File: config.mk
export PLATFORM = sky130hd
export DESIGN_NAME = apb_io_responder
export DESIGN_NICKNAME = d
export VERILOG_FILES = /design/src/rtl/apb_io_responder.sv
export SDC_FILE = /design/constraint.sdc
export NUM_CORES = 1
export LEC_CHECK = 0
export ABC_AREA = 1
export BUFFER_PORTS_ARGS = -buffer_cell sky130_fd_sc_hd__buf_2
export CAP_MARGIN = 20
export CORE_AREA = 5 5 162 164
export DETAILED_ROUTE_END_ITERATION = 10
export DIE_AREA = 0 0 167 169
export MAX_ROUTING_LAYER = met4
export PLACE_DENSITY = 0.59
export RECOVER_POWER = 50
export SLEW_MARGIN = 20
export SYNTH_ARGS = -nofsm -noshare
export SYNTH_HDL_FRONTEND = slang
export SYNTH_SLANG_ARGS = --single-unit
File: constraint.sdc
create_clock -name clk_i -period 3.5 [get_ports clk_i]
set_input_delay 0.35 -clock clk_i [delete_from_list [all_inputs] [get_ports clk_i]]
set_output_delay 0.35 -clock clk_i [all_outputs]
set_load 0.02 [all_outputs]
File: src/rtl/apb_io_responder.sv
// APB responder for the input-peripheral window: switches and buttons
// behind a small register file with debounce, W1C press latches and IRQ.
//
// Ports:
//   clk_i, rst_ni         clock, asynchronous active-low reset
//   paddr_i .. pstrb_i    APB request (addr, select, enable, write, data, strobes)
//   pready_o, prdata_o,   APB response; data/error are zero unless pready_o=1
//   pslverr_o
//   i_io_sw, i_io_btn     raw asynchronous pad inputs
//   o_irq                 registered interrupt: any enabled button press latch
module apb_io_responder #(
    parameter int unsigned     SW_W        = 32,
    parameter int unsigned     BTN_W       = 4,
    parameter int unsigned     DB_W        = 16,
    parameter logic [DB_W-1:0] DB_CYCLES   = 16'd50000,
    parameter int unsigned     WAIT_STATES = 1
) (
    input  logic             clk_i,
    input  logic             rst_ni,
    input  logic [11:0]      paddr_i,
    input  logic             psel_i,
    input  logic             penable_i,
    input  logic             pwrite_i,
    input  logic [31:0]      pwdata_i,
    input  logic [3:0]       pstrb_i,
    output logic             pready_o,
    output logic [31:0]      prdata_o,
    output logic             pslverr_o,
    input  logic [SW_W-1:0]  i_io_sw,
    input  logic [BTN_W-1:0] i_io_btn,
    output logic             o_irq
);

    typedef enum logic [1:0] {IDLE, SETUP, ACCESS} state_e;

    localparam logic [2:0] WS = 3'(WAIT_STATES);

    state_e      state_q;
    logic [2:0]  wcnt_q;
    logic [9:0]  addr_q;
    logic        write_q;
    logic [31:0] wdata_q;
    logic [3:0]  strb_q;

    logic [SW_W-1:0]  sw_meta_q, sw_sync_q, sw_samp_q, sw_deb_q, sw_deb_d;
    logic [BTN_W-1:0] btn_meta_q, btn_sync_q, btn_samp_q, btn_deb_q, btn_deb_d;
    logic [BTN_W-1:0] edge_q, edge_d, irq_en_q, irq_en_d, clr;
    logic [DB_W-1:0]  db_limit_q, db_limit_d, tick_cnt_q, tick_cnt_d, lim_m1;
    logic             irq_q, tick, commit, err;
    logic [31:0]      rdata;

    logic unused_ok;
    assign unused_ok = ^{paddr_i[1:0], wdata_q, strb_q[3:1]};

    assign pready_o  = (state_q == ACCESS) && (wcnt_q == WS);
    assign prdata_o  = pready_o ? rdata : 32'h0;
    assign pslverr_o = pready_o & err;
    assign o_irq     = irq_q;

    // Master releasing psel in the completion cycle abandons the transfer.
    assign commit = pready_o && psel_i && write_q;

    // Bus FSM; the request is captured when SETUP is entered.
    always_ff @(posedge clk_i or negedge rst_ni) begin
        if (!rst_ni) begin
            state_q <= IDLE;
            wcnt_q  <= '0;
            addr_q  <= '0;
            write_q <= 1'b0;
            wdata_q <= '0;
            strb_q  <= '0;
        end else begin
            unique case (state_q)
                IDLE: begin
                    if (psel_i && !penable_i) begin
                        state_q <= SETUP;
                        addr_q  <= paddr_i[11:2];
                        write_q <= pwrite_i;
                        wdata_q <= pwdata_i;
                        strb_q  <= pstrb_i;
                    end
                end
                SETUP: begin
                    state_q <= ACCESS;
                    wcnt_q  <= '0;
                end
                ACCESS: begin
                    if (!psel_i) begin
                        state_q <= IDLE;
                    end else if (wcnt_q == WS) begin
                        if (!penable_i) begin
                            state_q <= SETUP;
                            addr_q  <= paddr_i[11:2];
                            write_q <= pwrite_i;
                            wdata_q <= pwdata_i;
                            strb_q  <= pstrb_i;
                        end else begin
                            state_q <= IDLE;
                        end
                    end else begin
                        wcnt_q <= wcnt_q + 3'd1;
                    end
                end
                default: state_q <= IDLE;
            endcase
        end
    end

    always_comb begin
        rdata = '0;
        case (addr_q)
            10'd0:   rdata[SW_W-1:0]  = sw_deb_q;
            10'd1:   rdata[BTN_W-1:0] = btn_deb_q;
            10'd2:   rdata[BTN_W-1:0] = edge_q;
            10'd3:   rdata[BTN_W-1:0] = irq_en_q;
            10'd4:   rdata[DB_W-1:0]  = db_limit_q;
            default: rdata = 32'hCAFECAFE;
        endcase
        err = (addr_q > 10'd4) || (write_q && addr_q < 10'd2);
    end

    // A limit of 0 ticks every cycle, same as 1.
    assign lim_m1 = (db_limit_q == '0) ? '0 : db_limit_q - DB_W'(1);
    assign tick   = tick_cnt_q >= lim_m1;

    always_comb begin
        db_limit_d = db_limit_q;
        irq_en_d   = irq_en_q;
        clr        = '0;
        tick_cnt_d = tick ? '0 : tick_cnt_q + DB_W'(1);
        if (commit && addr_q == 10'd4) begin
            tick_cnt_d = '0;
            for (int i = 0; i < int'(DB_W); i++) begin
                if (strb_q[i/8]) db_limit_d[i] = wdata_q[i];
            end
        end
        if (commit && addr_q == 10'd3 && strb_q[0]) begin
            irq_en_d = wdata_q[BTN_W-1:0];
        end
        if (commit && addr_q == 10'd2 && strb_q[0]) begin
            clr = wdata_q[BTN_W-1:0];
        end
        // Accept a bit once two consecutive tick samples agree.
        sw_deb_d  = sw_deb_q;
        btn_deb_d = btn_deb_q;
        if (tick) begin
            sw_deb_d  = (~(sw_sync_q ^ sw_samp_q) & sw_sync_q)
                      | ((sw_sync_q ^ sw_samp_q) & sw_deb_q);
            btn_deb_d = (~(btn_sync_q ^ btn_samp_q) & btn_sync_q)
                      | ((btn_sync_q ^ btn_samp_q) & btn_deb_q);
        end
        // A new press in the same cycle as its clear survives.
        edge_d = (edge_q & ~clr) | (btn_deb_d & ~btn_deb_q);
    end

    always_ff @(posedge clk_i or negedge rst_ni) begin
        if (!rst_ni) begin
            sw_meta_q  <= '0;
            sw_sync_q  <= '0;
            sw_samp_q  <= '0;
            sw_deb_q   <= '0;
            btn_meta_q <= '0;
            btn_sync_q <= '0;
            btn_samp_q <= '0;
            btn_deb_q  <= '0;
            edge_q     <= '0;
            irq_en_q   <= '0;
            db_limit_q <= DB_CYCLES;
            tick_cnt_q <= '0;
            irq_q      <= 1'b0;
        end else begin
            sw_meta_q  <= i_io_sw;
            sw_sync_q  <= sw_meta_q;
            btn_meta_q <= i_io_btn;
            btn_sync_q <= btn_meta_q;
            if (tick) begin
                sw_samp_q  <= sw_sync_q;
                btn_samp_q <= btn_sync_q;
            end
            sw_deb_q   <= sw_deb_d;
            btn_deb_q  <= btn_deb_d;
            edge_q     <= edge_d;
            irq_en_q   <= irq_en_d;
            db_limit_q <= db_limit_d;
            tick_cnt_q <= tick_cnt_d;
            irq_q      <= |(edge_q & irq_en_q);
        end
    end

endmodule

# Yosys cells after proc, flatten, opt, wreduce, memory -nomap -nowiden
# Cells that the tools add are included.
# classes
n_eq_ne,13
bitwise_logic,17
n_lt_le_gt_ge,3
n_addsub,3
muxes,37
n_reduce_logical,25
# op_table
operator,n
2-to-1 mux 16 bit,7
bitwise AND 32 bit,2
case mux 16 bit (2 select lines),2
2-to-1 mux 10 bit,4
case mux 12 bit (3 select lines),1
2-to-1 mux 32 bit,1
NOT 32 bit,1
OR 32 bit,1
XOR 32 bit,1
bitwise AND 4 bit,5
"== test 10 x 2 -> 1 bit, second input constant",2
case mux 10 bit (2 select lines),1
case mux 4 bit (5 select lines),1
"adder 16 x 1 -> 16 bit, second input constant",1
greater-or-equal comparator 16 bit,1
logical NOT 16 bit,1
"subtractor 16 x 1 -> 16 bit, second input constant",1
2-to-1 mux 2 bit,7
NOT 4 bit,3
"== test 10 x 1 -> 1 bit, second input constant",1
"== test 10 x 3 -> 1 bit, second input constant",1
"greater-than comparator 10 x 3 -> 1 bit, second input constant",1
logical AND 1 bit,10
logical NOT 10 bit,1
27 further kinds,41
# totals
regBits,219

# Logic depth before layout (Yosys ltp)
# Gate-level depths: netlist (run 1).
# logic_depth
ltp_word,10
mapped_depth,20
depth_no_buf,19

# Least setup slack after synthesis (run 1)
# Ideal clock, no wire load.
# synth_timing
path_kind,reg-to-reg
startpoint,register db_limit_q[0]
endpoint,register (tool-made name)
arrival_time_ns,2.663
synth_period_minus_slack_ns,2.779
slack_ns,0.721
stages_incl_launch_ff,17
setup_ns,0.116
n_path_buf,3
path_cell_list,dfrtp_1 inv_1 ha_1 nand3_1 nor4_1 nand3_1 clkbuf_1 nand3_1 ha_1 a21oi_1 o21ai_1 a21oi_4 nand2_2 buf_4 buf_4 nand3_1 nand2_1
# synth_lines
element,line_no,rtl
"start, declared",48,"logic [DB_W-1:0] db_limit_q, db_limit_d, tick_cnt_q, tick_cnt_d, lim_m1;"
"start signal, assigned",184,db_limit_q <= db_limit_d;

==> results of run 1 <==
worst max-delay path, cell delays in order (launching register included):
cell	delay (ps)
dfrtp_1	440
inv_1	120
ha_1	210
nand2_1	90
nor2_1	270
nand2_1	170
nor3_1	160
o211ai_1	120
ha_1	280
nand2_1	80
nor3_1	330
nand2_2	180
nand2_4	130
buf_12	260
nand2_1	90
nand2_1	70
nand2_1	40
cells by family (layout without fill, tap and decap cells):
group | count (synthesis) | after routing | synth area share [%]
buffers and inverters | 107 | 272 | 4.97
AO/OA/AOI/OAI | 75 | 75 | 4.28
adder cells (fa/ha/maj) | 22 | 22 | 2.81
XOR/XNOR | 51 | 51 | 4.61
AND/OR/NAND/NOR | 617 | 617 | 26.8
flip-flops | 219 | 219 | 56.6
how the worst max path moves through the flow:
| stage | from | endpoint | slack (ps) | depth (start not counted) |
|---|---|---|---|---|
| floorplan | db_limit_q[0]$_DFFE_PN0P_ | register | 720 | 16 |
| global placement | db_limit_q[0]$_DFFE_PN0P_ | register | 420 | 16 |
| detailed placement | db_limit_q[0]$_DFFE_PN0P_ | register | 400 | 16 |
| CTS | db_limit_q[0]$_DFFE_PN0P_ | register | 360 | 16 |
| global route | db_limit_q[0]$_DFFE_PN0P_ | register | 9 | 16 |
| finish | db_limit_q[0]$_DFFE_PN0P_ | register | 350 | 16 |
placed cells by master, fill, tap and decap left out, types with 14 or more instances in the layout:
master	instances
clkbuf_16	24
dlygate4sd3_1	37
xnor2_1	39
clkbuf_1	14
nand4_1	14
nand2_1	367
ha_1	21
buf_2	93
dfrtp_1	213
o21ai_0	31
a21oi_1	23
inv_1	68
nand3_1	110
nor2_1	95
power groups by stage:
stage	combinational, mW	clock (mW)	sequential (mW)
finish	0.738	2.70	2.89
floorplan	0.485	0	2.88
detailed placement	0.722	0	2.93
global placement	0.708	0	2.93
global route	0.853	2.89	2.91
CTS	0.758	2.79	2.89
per-layer routing:
layer  routed length (um)  vias up  global-route usage, %
met5                    0        -                      -
met4                  463        0                   3.49
met3                 1060       35                   2.66
met2                10200      167                   25.0
met1                10900     3496                   24.4
li1                     -     3780                      -
metrics by stage:
step | util, % | instance area (um^2) | instances | worst slack, ps | power, mW
after CTS | 47.8 | 11800 | 1586 | 356 | 6.44
after global placement | 42.9 | 10600 | 1506 | 424 | 3.64
final | 47.7 | 11800 | 1586 | 346 | 6.33
after detailed placement | 42.9 | 10600 | 1506 | 405 | 3.65
after floorplan | - | 9700 | 1091 | 721 | 3.37
after global routing | 47.7 | 11800 | 1586 | 9.22 | 6.65
cells in the mapped netlist (2+ instances only):
library cell	instances	share of area [%]
a21oi_1	23	1.2
buf_1	2	0.077
buf_2	10	0.52
buf_4	8	0.62
buf_6	5	0.58
clkbuf_1	11	0.43
dfrtp_1	213	55
dfstp_2	6	1.6
ha_1	21	2.7
inv_1	68	2.6
inv_2	3	0.12
nand2_1	367	14
nand2_2	8	0.52
nand3_1	110	5.7
nand4_1	14	0.90
nor2_1	95	3.7
nor2_2	4	0.26
nor2_4	4	0.46
nor3_1	7	0.36
nor4_1	2	0.13
o211ai_1	9	0.70
o21ai_0	31	1.6
o21ai_1	7	0.36
o22ai_1	2	0.13
xnor2_1	39	3.5
xor2_1	12	1.1
cell type report:
type	instances	area share (%)
Sequential cell	219	46.5
Multi-Input combinational cell	765	31.7
Timing Repair Buffer	158	8.81
Clock buffer	34	5.83
Tap cell	330	3.50
Inverter	71	2.26
Clock inverter	9	1.47
timing repair:
action | 4_1_cts | 5_1_grt
hold endpoints to repair | 130 | 0
gates resized for setup | 0 | 0
hold buffers | 37 | 0
==> run metrics, run 1 <==
status=complete, but fails checks; failing checks=max-capacitance violations, max-slew violations; DR vias=7478; Cell Int Power=4.67 mW; number of flops mapped to enable cells by yosys=0; hold path startpoint=paddr_i[7]; CTS tree=done; CTS H-tree lvls=1; CP arrival=3580 ps; Hold Fails Final Rpt=0; Hold Path Sink=addr_q[5]$_DFFE_PN0P_; Starting Density=39.2%; clock network fraction of total power=42.7%; CP max FO=67; worst hold-check path type=primary input to register; average size of a mapped cell=8.89 um^2; HPWL Detailed=15.5 mm; WP data required=3920 ps; P_leak=5.97 nW; Synth Instances=1091; GP Congestion=0.869; num ports=124; Clock Path Buffers=3; startpoint types=register; critical path class=register to register; Critical R2R Launch=db_limit_q[0]$_DFFE_PN0P_; Reg clk slew, reported paths=60 ps; max-capacitance violation count=1; fillcell total=2369; Storage cell area=5490 um^2; first-pass GRT wire length=38.1 mm; total CTS buffers=24; relative slew slack=-77.9%; VDD IR max=0.000556 V; reg2reg setup slack=350 ps; grt total ovfl=0; Die Footprint=28200 um^2; initial antenna violation count=0; Initial DRT Pass Iterations=5; ys async rst share=100%; Sw Ratio=26.3%; Fmax=317 MHz; vias in the first global route=7331; hold depth=3; post-synthesis sequential area ratio=56.6%; multi-input logic area=3740 um^2; Port Buffers=103; share of layout cells above drive strength 1=14.4%; area delta synth->final=21.8%; Vias/cell=4.72; antenna viol nets, final=0; die width=167 um; ys flop type=dfrtp_1; Yosys reg bits=219; Slew @ Worst Pin=2670 ps; setup_tns=0 ps; final period utilization=90.1%; Total GRT Usage=16.7%; number of cells on the worst reg-to-reg path=16; largest net degree at the start of global routing=105; Worst-Skew Late Latency=530 ps; switching power=1.66 mW; CP Capture Type=register; Final Max Tran Viols=104; Worst Skew=10.3 ps; post-CTS setup buffers=0; core box area=24700 um^2; final net count=1349; syn_nets=1201; wire length per cell=14.3 um; minimum clock period after layout=3150 ps; wirelength, routed=22.7 mm; Synth Cell Area=9700 um^2; Seq pwr share=45.7%; CTS root buffer=clkbuf_16; RSZ-0062 raised after global routing=false; Yosys cell types=36; diode count=0; Yosys warnings=0; starting DRC count in detailed routing=522; clk sink count=219; site row count=58; DR DRC count=0; Chip Height=169 um; combinational power share=11.7%; final setup vio count=0; hold slack=21.6 ps; Power Density=536 nW/um^2
(Power assumes the default switching activity.)
==> inputs of run 2 (changes only) <==
--- a/config.mk
+++ b/config.mk
@@ -8,9 +8,10 @@
 export ABC_AREA = 1
 export BUFFER_PORTS_ARGS = -buffer_cell sky130_fd_sc_hd__buf_2
 export CAP_MARGIN = 20
-export CORE_AREA = 5 5 162 164
+export CORE_AREA = 5 5 134 199
+export CTS_BUF_LIST = sky130_fd_sc_hd__clkbuf_8 sky130_fd_sc_hd__clkbuf_16
 export DETAILED_ROUTE_END_ITERATION = 10
-export DIE_AREA = 0 0 167 169
+export DIE_AREA = 0 0 139 204
 export MAX_ROUTING_LAYER = met4
 export PLACE_DENSITY = 0.59
 export RECOVER_POWER = 50
==> run 2 against run 1 <==
Effect of this change: the flow now finishes without violations; non-clock buffer count decreased by 2; register-to-register slack improved by 30 ps; clock skew increased by 7.2 ps; fmax increased by 0.23%; sequential cell count unchanged; combinational power decreased by 0.7%; count of clock-buffer cells in the layout decreased by 9; largest power group unchanged; final area decreased by 1.1%; clock power decreased by 12%; sequential power about the same.
==> run metrics, run 2 (synthesized netlist as in run 1, its figures left out) <==
share of layout cells above drive strength 1=14.5% (was 14.4%); CP arrival=2800 ps (was 3580 ps); Worst Setup Slack, final=353 ps (was 346 ps); Total GRT Usage=16.8% (was 16.7%); P_leak=5.94 nW (was 5.97 nW); setup_tns=0 ps (unchanged); clk sink count=219 (unchanged); total CTS buffers=22 (was 24); Final Max Tran Viols=0 (was 104); final net count=1345 (was 1349); minimum clock period after layout=3150 ps (about the same); wire length per cell=14.4 um (was 14.3 um); antenna viol nets, final=0 (unchanged); initial antenna violation count=0 (unchanged); site row count=71 (was 58); Reg clk slew, reported paths=60 ps (about the same); core box area=24900 um^2 (was 24700 um^2); Chip Height=204 um (was 169 um); HPWL Detailed=16.1 mm (was 15.5 mm); Clock Path Buffers=3 (unchanged); RSZ-0062 raised after global routing=false (unchanged); wirelength, routed=22.7 mm (about the same); CP Capture Type=output port (was register); Die Footprint=28400 um^2 (was 28200 um^2); diode count=0 (unchanged); CTS tree=done (unchanged); worst hold-check path type=primary input to register (unchanged); number of cells on the worst reg-to-reg path=14 (was 16); GP Congestion=0.862 (was 0.869); Fmax=318 MHz (was 317 MHz); Power Density=514 nW/um^2 (was 536 nW/um^2); final core occ=47.0% (was 47.7%); relative slew slack=3.18% (was -77.9%); CTS H-tree lvls=1 (unchanged); fillcell total=2481 (was 2369); post-CTS setup buffers=0 (unchanged); CTS root buffer=clkbuf_16 (unchanged); Slew @ Worst Pin=1450 ps (was 2670 ps); Port Buffers=103 (unchanged); startpoint types=register (unchanged); DR DRC count=0 (unchanged); Hold Fails Final Rpt=0 (unchanged); status=finished, final reports clean (was complete, but fails checks); final period utilization=89.9% (was 90.1%); vias in the first global route=7508 (was 7331); DR vias=7383 (was 7478); die width=139 um (was 167 um); largest net degree at the start of global routing=85 (was 105); area delta synth->final=20.5% (was 21.8%); WP data required=3150 ps (was 3920 ps); first-pass GRT wire length=38.0 mm (was 38.1 mm); commonest non-fill, non-tap cells in the layout=nand2_1 (367), dfrtp_1 (213), nand3_1 (110) (unchanged); most common cell after layout, fill and taps aside=nand2_1 (unchanged); CP max FO=17 (was 67); DP Worst Slack=351 ps (was 405 ps); hold depth=3 (unchanged); grt total ovfl=0 (unchanged); Vias/cell=4.68 (was 4.72); num ports=124 (unchanged); Starting Density=39.0% (was 39.2%); Worst Skew=17.5 ps (was 10.3 ps); critical path class=register to output port (was register to register); starting DRC count in detailed routing=360 (was 522); Worst-Skew Late Latency=510 ps (was 530 ps); Initial DRT Pass Iterations=4 (was 5); final setup vio count=0 (unchanged); VDD IR max=0.000407 V (was 0.000556 V); max-capacitance violation count=0 (was 1)
## run 2: cell types whose count changed in the layout (fill, tap and decap cells not counted), sizes merged
cell      delta
clkinvlp     +1
clkbuf      -12
buf          +1
bufinv       -2
inv          +7
## run 2: per-layer routing
layer,vias to the layer above,track usage (%),share of wire (%),wire length [um]
li1,3754,-,-,-
met1,3478,19.4,42,9440
met2,114,30.5,52,11900
met3,37,2.22,3.6,809
met4,0,5.07,2.5,565
met5,-,-,0,0
## run 2: through the flow
stage          power, mW  hold WS [ps]  instances  instance area [um^2]
6_report            6.00          36.7       1579                 11700
5_1_grt             6.32          29.9       1579                 11700
4_1_cts             6.11          14.3       1579                 11700
2_1_floorplan       3.37          54.4       1091                  9700
3_3_place_gp        3.64           307       1502                 10600
3_5_place_dp        3.66           310       1502                 10600
## run 2: worst paths after layout
check / from / end / slack, ps
setup / recovery: addr_q[7]$_DFFE_PN0P_ / prdata_o[0] / 350
hold / removal: pwdata_i[9] / wdata_q[9]$_DFFE_PN0P_ / 40
setup reg to reg: db_limit_q[1]$_DFFE_PN0P_ / tick_cnt_q[0]$_DFF_PN0_ / 380
hold reg to reg: sw_meta_q[31]$_DFF_PN0_ / sw_sync_q[31]$_DFF_PN0_ / 350
max in group asynchronous: rst_ni / wdata_q[10]$_DFFE_PN0P_ / 830
min in group asynchronous: rst_ni / sw_meta_q[27]$_DFF_PN0_ / 730
## run 2: repair_timing
item	4_1_cts	5_1_grt
hold endpoints to repair	86	0
gates resized for setup	0	0
hold buffers	37	0
## run 2: power by group
group / internal (mW) / leakage (nW) / switching [mW]
clock network: 1.39 / 0.381 / 0.989
registers: 2.73 / 2.75 / 0.165
logic: 0.262 / 2.81 / 0.471
## run 2: cell type report
class | instances | area [um^2] | share of cell area, %
clock inverter | 15 | 129 | 1.10
inverter | 71 | 267 | 2.28
sequential | 219 | 5490 | 47.0
timing repair buffer | 156 | 1050 | 8.96
multi-input combinational | 765 | 3740 | 32.0
clock buffer | 25 | 603 | 5.16
tap | 328 | 410 | 3.51
## run 2: worst max-delay path, cell delays in order (launching register included)
cell and delay [ps]:
dfrtp_1 380, nor2_1 190, nand2_1 150, nor2_4 270, nand2_2 350, inv_2 330, nand2_1 90, nand3_1 80
nor2_1 50, nor2_1 190, buf_2 210
==> inputs of run 3 (changes only) <==
--- a/config.mk
+++ b/config.mk
@@ -15,6 +15,7 @@
 export MAX_ROUTING_LAYER = met4
 export PLACE_DENSITY = 0.59
 export RECOVER_POWER = 50
+export SKIP_CTS_REPAIR_TIMING = 1
 export SLEW_MARGIN = 20
 export SYNTH_ARGS = -nofsm -noshare
 export SYNTH_HDL_FRONTEND = slang
==> constraint.sdc (replaced) <==
create_clock -name clk_i -period 3.5 [get_ports clk_i]
set_input_delay 0.35 -clock clk_i [delete_from_list [all_inputs] [get_ports clk_i]]
set_output_delay 0.35 -clock clk_i [all_outputs]
set_load 0.005 [all_outputs]
==> run 3 against run 2 <==
Effect of this change: critical endpoint is now btn_samp_q[1]$_DFFE_PN0P_; first-iteration DRC count is 4.7% higher; fmax is 3.5% higher; largest cell class unchanged; the run now ends with max-capacitance violations, max-slew violations left; final area is 0.17% lower; highest routed layer unchanged; power is 3.2% lower; wire length is 1.3% lower; clock skew is 6.5 ps lower; sequential power hardly changed; cell count is 0.13% lower; critical path depth is 5 higher; via count is 0.68% lower.
==> run metrics, run 3 (synthesized netlist as in run 1, its figures left out) <==
CTS root buffer=clkbuf_16 (unchanged); antenna viol nets, final=0 (unchanged); site row count=71 (unchanged); Slew @ Worst Pin=2550 ps (was 1450 ps); P_leak=5.93 nW (was 5.94 nW); status=complete, but fails checks (was finished, final reports clean); RSZ-0062 raised after global routing=false (unchanged); CP max FO=29 (was 17); core box area=24900 um^2 (unchanged); final net count=1346 (was 1345); Critical R2R Launch=db_limit_q[1]$_DFFE_PN0P_ (unchanged); CTS tree=done (unchanged); initial antenna violation count=0 (unchanged); Total GRT Usage=16.5% (was 16.8%); most common cell after layout, fill and taps aside=nand2_1 (unchanged); CP Capture Type=register (was output port); final setup vio count=0 (unchanged); first-pass GRT wire length=37.2 mm (was 38.0 mm); Chip Height=204 um (unchanged); HPWL Detailed=16.0 mm (was 16.1 mm); die width=139 um (unchanged); DR DRC count=0 (unchanged); num ports=124 (unchanged); relative slew slack=-69.7% (was 3.18%); Power Density=498 nW/um^2 (was 514 nW/um^2); max-capacitance violation count=1 (was 0); Port Buffers=103 (unchanged); Initial DRT Pass Iterations=4 (unchanged); Vias/cell=4.65 (was 4.68); VDD IR max=0.000448 V (was 0.000407 V); area delta synth->final=20.3% (was 20.5%); WP data required=3880 ps (was 3150 ps); Hold Fails Final Rpt=0 (unchanged); Starting Density=39.0% (unchanged); Clock Path Buffers=3 (unchanged); wire length per cell=14.2 um (was 14.4 um); setup_tns=0 ps (unchanged); critical path class=register to register (was register to output port); minimum clock period after layout=3040 ps (was 3150 ps); hold path startpoint=paddr_i[9] (was pwdata_i[9]); largest net degree at the start of global routing=104 (was 85); CTS H-tree lvls=1 (unchanged); Reg clk slew, reported paths=60 ps (about the same); vias in the first global route=7406 (was 7508); starting DRC count in detailed routing=377 (was 360); CP arrival=3420 ps (was 2800 ps); Final Max Tran Viols=102 (was 0); failing checks=max-capacitance violations, max-slew violations; share of layout cells above drive strength 1=14.8% (was 14.5%); Power Total=5.81 mW (was 6.00 mW); Fmax=329 MHz (was 318 MHz); diode count=0 (unchanged); Worst-Skew Late Latency=510 ps (about the same); total CTS buffers=23 (was 22); DR vias=7333 (was 7383); clk sink count=219 (unchanged); GP Congestion=0.854 (was 0.862); wirelength, routed=22.4 mm (was 22.7 mm); Setup crit start=db_limit_q[1]$_DFFE_PN0P_ (was addr_q[7]$_DFFE_PN0P_); commonest non-fill, non-tap cells in the layout=nand2_1 (367), dfrtp_1 (213), nand3_1 (110) (unchanged); reg2reg setup slack=460 ps (was 380 ps); final period utilization=86.9% (was 89.9%); grt total ovfl=0 (unchanged); Die Footprint=28400 um^2 (unchanged); Worst Skew=11.1 ps (was 17.5 ps); startpoint types=register (unchanged); worst hold-check path type=primary input to register (unchanged)
==> run 3: cell count changes in the layout (fill, tap and decap cells not counted), sizes merged <==
cell,before,now
bufinv,2,0
clkbuf,33,28
inv,78,76
clkinv,5,6
buf,111,117
==> run 3: routing by layer <==
metal	vias up	global-route usage (%)	share of wire, %
met5	-	-	0
met1	3405	19.7	42
met4	0	4.69	2.5
li1	3761	-	-
met3	41	2.34	4.0
met2	126	29.1	52
==> run 3: layout make-up <==
class / instances / area (um^2)
clock buffers: 26 / 617
repair buffers: 156 / 1070
clock inverters: 12 / 66.3
multi-input cells: 765 / 3750
inverters: 71 / 267
well taps: 328 / 410
flip-flops and latches: 219 / 5490
fillers: 2419 / 13200
==> run 3: path summary, 6_finish.rpt <==
check                                             to  depth (start not counted)
min reg2reg                  sw_sync_q[23]$_DFF_PN0_                          0
min in group asynchronous    sw_meta_q[27]$_DFF_PN0_                          2
max in group asynchronous     sw_meta_q[9]$_DFF_PN0_                          2
max                        btn_samp_q[1]$_DFFE_PN0P_                         15
max reg2reg                btn_samp_q[1]$_DFFE_PN0P_                         15
min                            addr_q[7]$_DFFE_PN0P_                          3
==> run 3: power breakdown <==
group	switching [mW]	leakage, nW	internal, mW	total, mW
clock network	0.972	0.354	1.26	2.23
registers	0.166	2.75	2.73	2.89
logic	0.423	2.83	0.266	0.688
==> run 3: critical path, cell delays in order, from the launching register on <==
cell and delay (ps):
dfrtp_1 420, inv_1 100, ha_1 190, nand3_1 90
nor4_1 270, nand3_1 220, buf_4 230, nand3_1 70
ha_1 250, a21oi_1 150, o21ai_1 120, a21oi_4 230
nand2_4 200, buf_12 220, nand2_1 50, o21ai_0 80
==> run 3: metrics by stage <==
| stage | std cells | utilization [%] | setup slack (ps) | hold slack, ps | cell area, um^2 |
|---|---|---|---|---|---|
| 6_report | 1577 | 46.9 | 458 | 41.6 | 11700 |
| 5_1_grt | 1577 | 46.9 | 58.6 | 32.8 | 11700 |
| 4_1_cts | 1540 | 45.4 | 297 | -84.4 | 11300 |
| 3_5_place_dp | 1502 | 42.7 | 314 | 335 | 10600 |
| 3_3_place_gp | 1502 | 42.7 | 424 | 331 | 10600 |
| 2_1_floorplan | 1091 | - | 721 | 54.4 | 9700 |
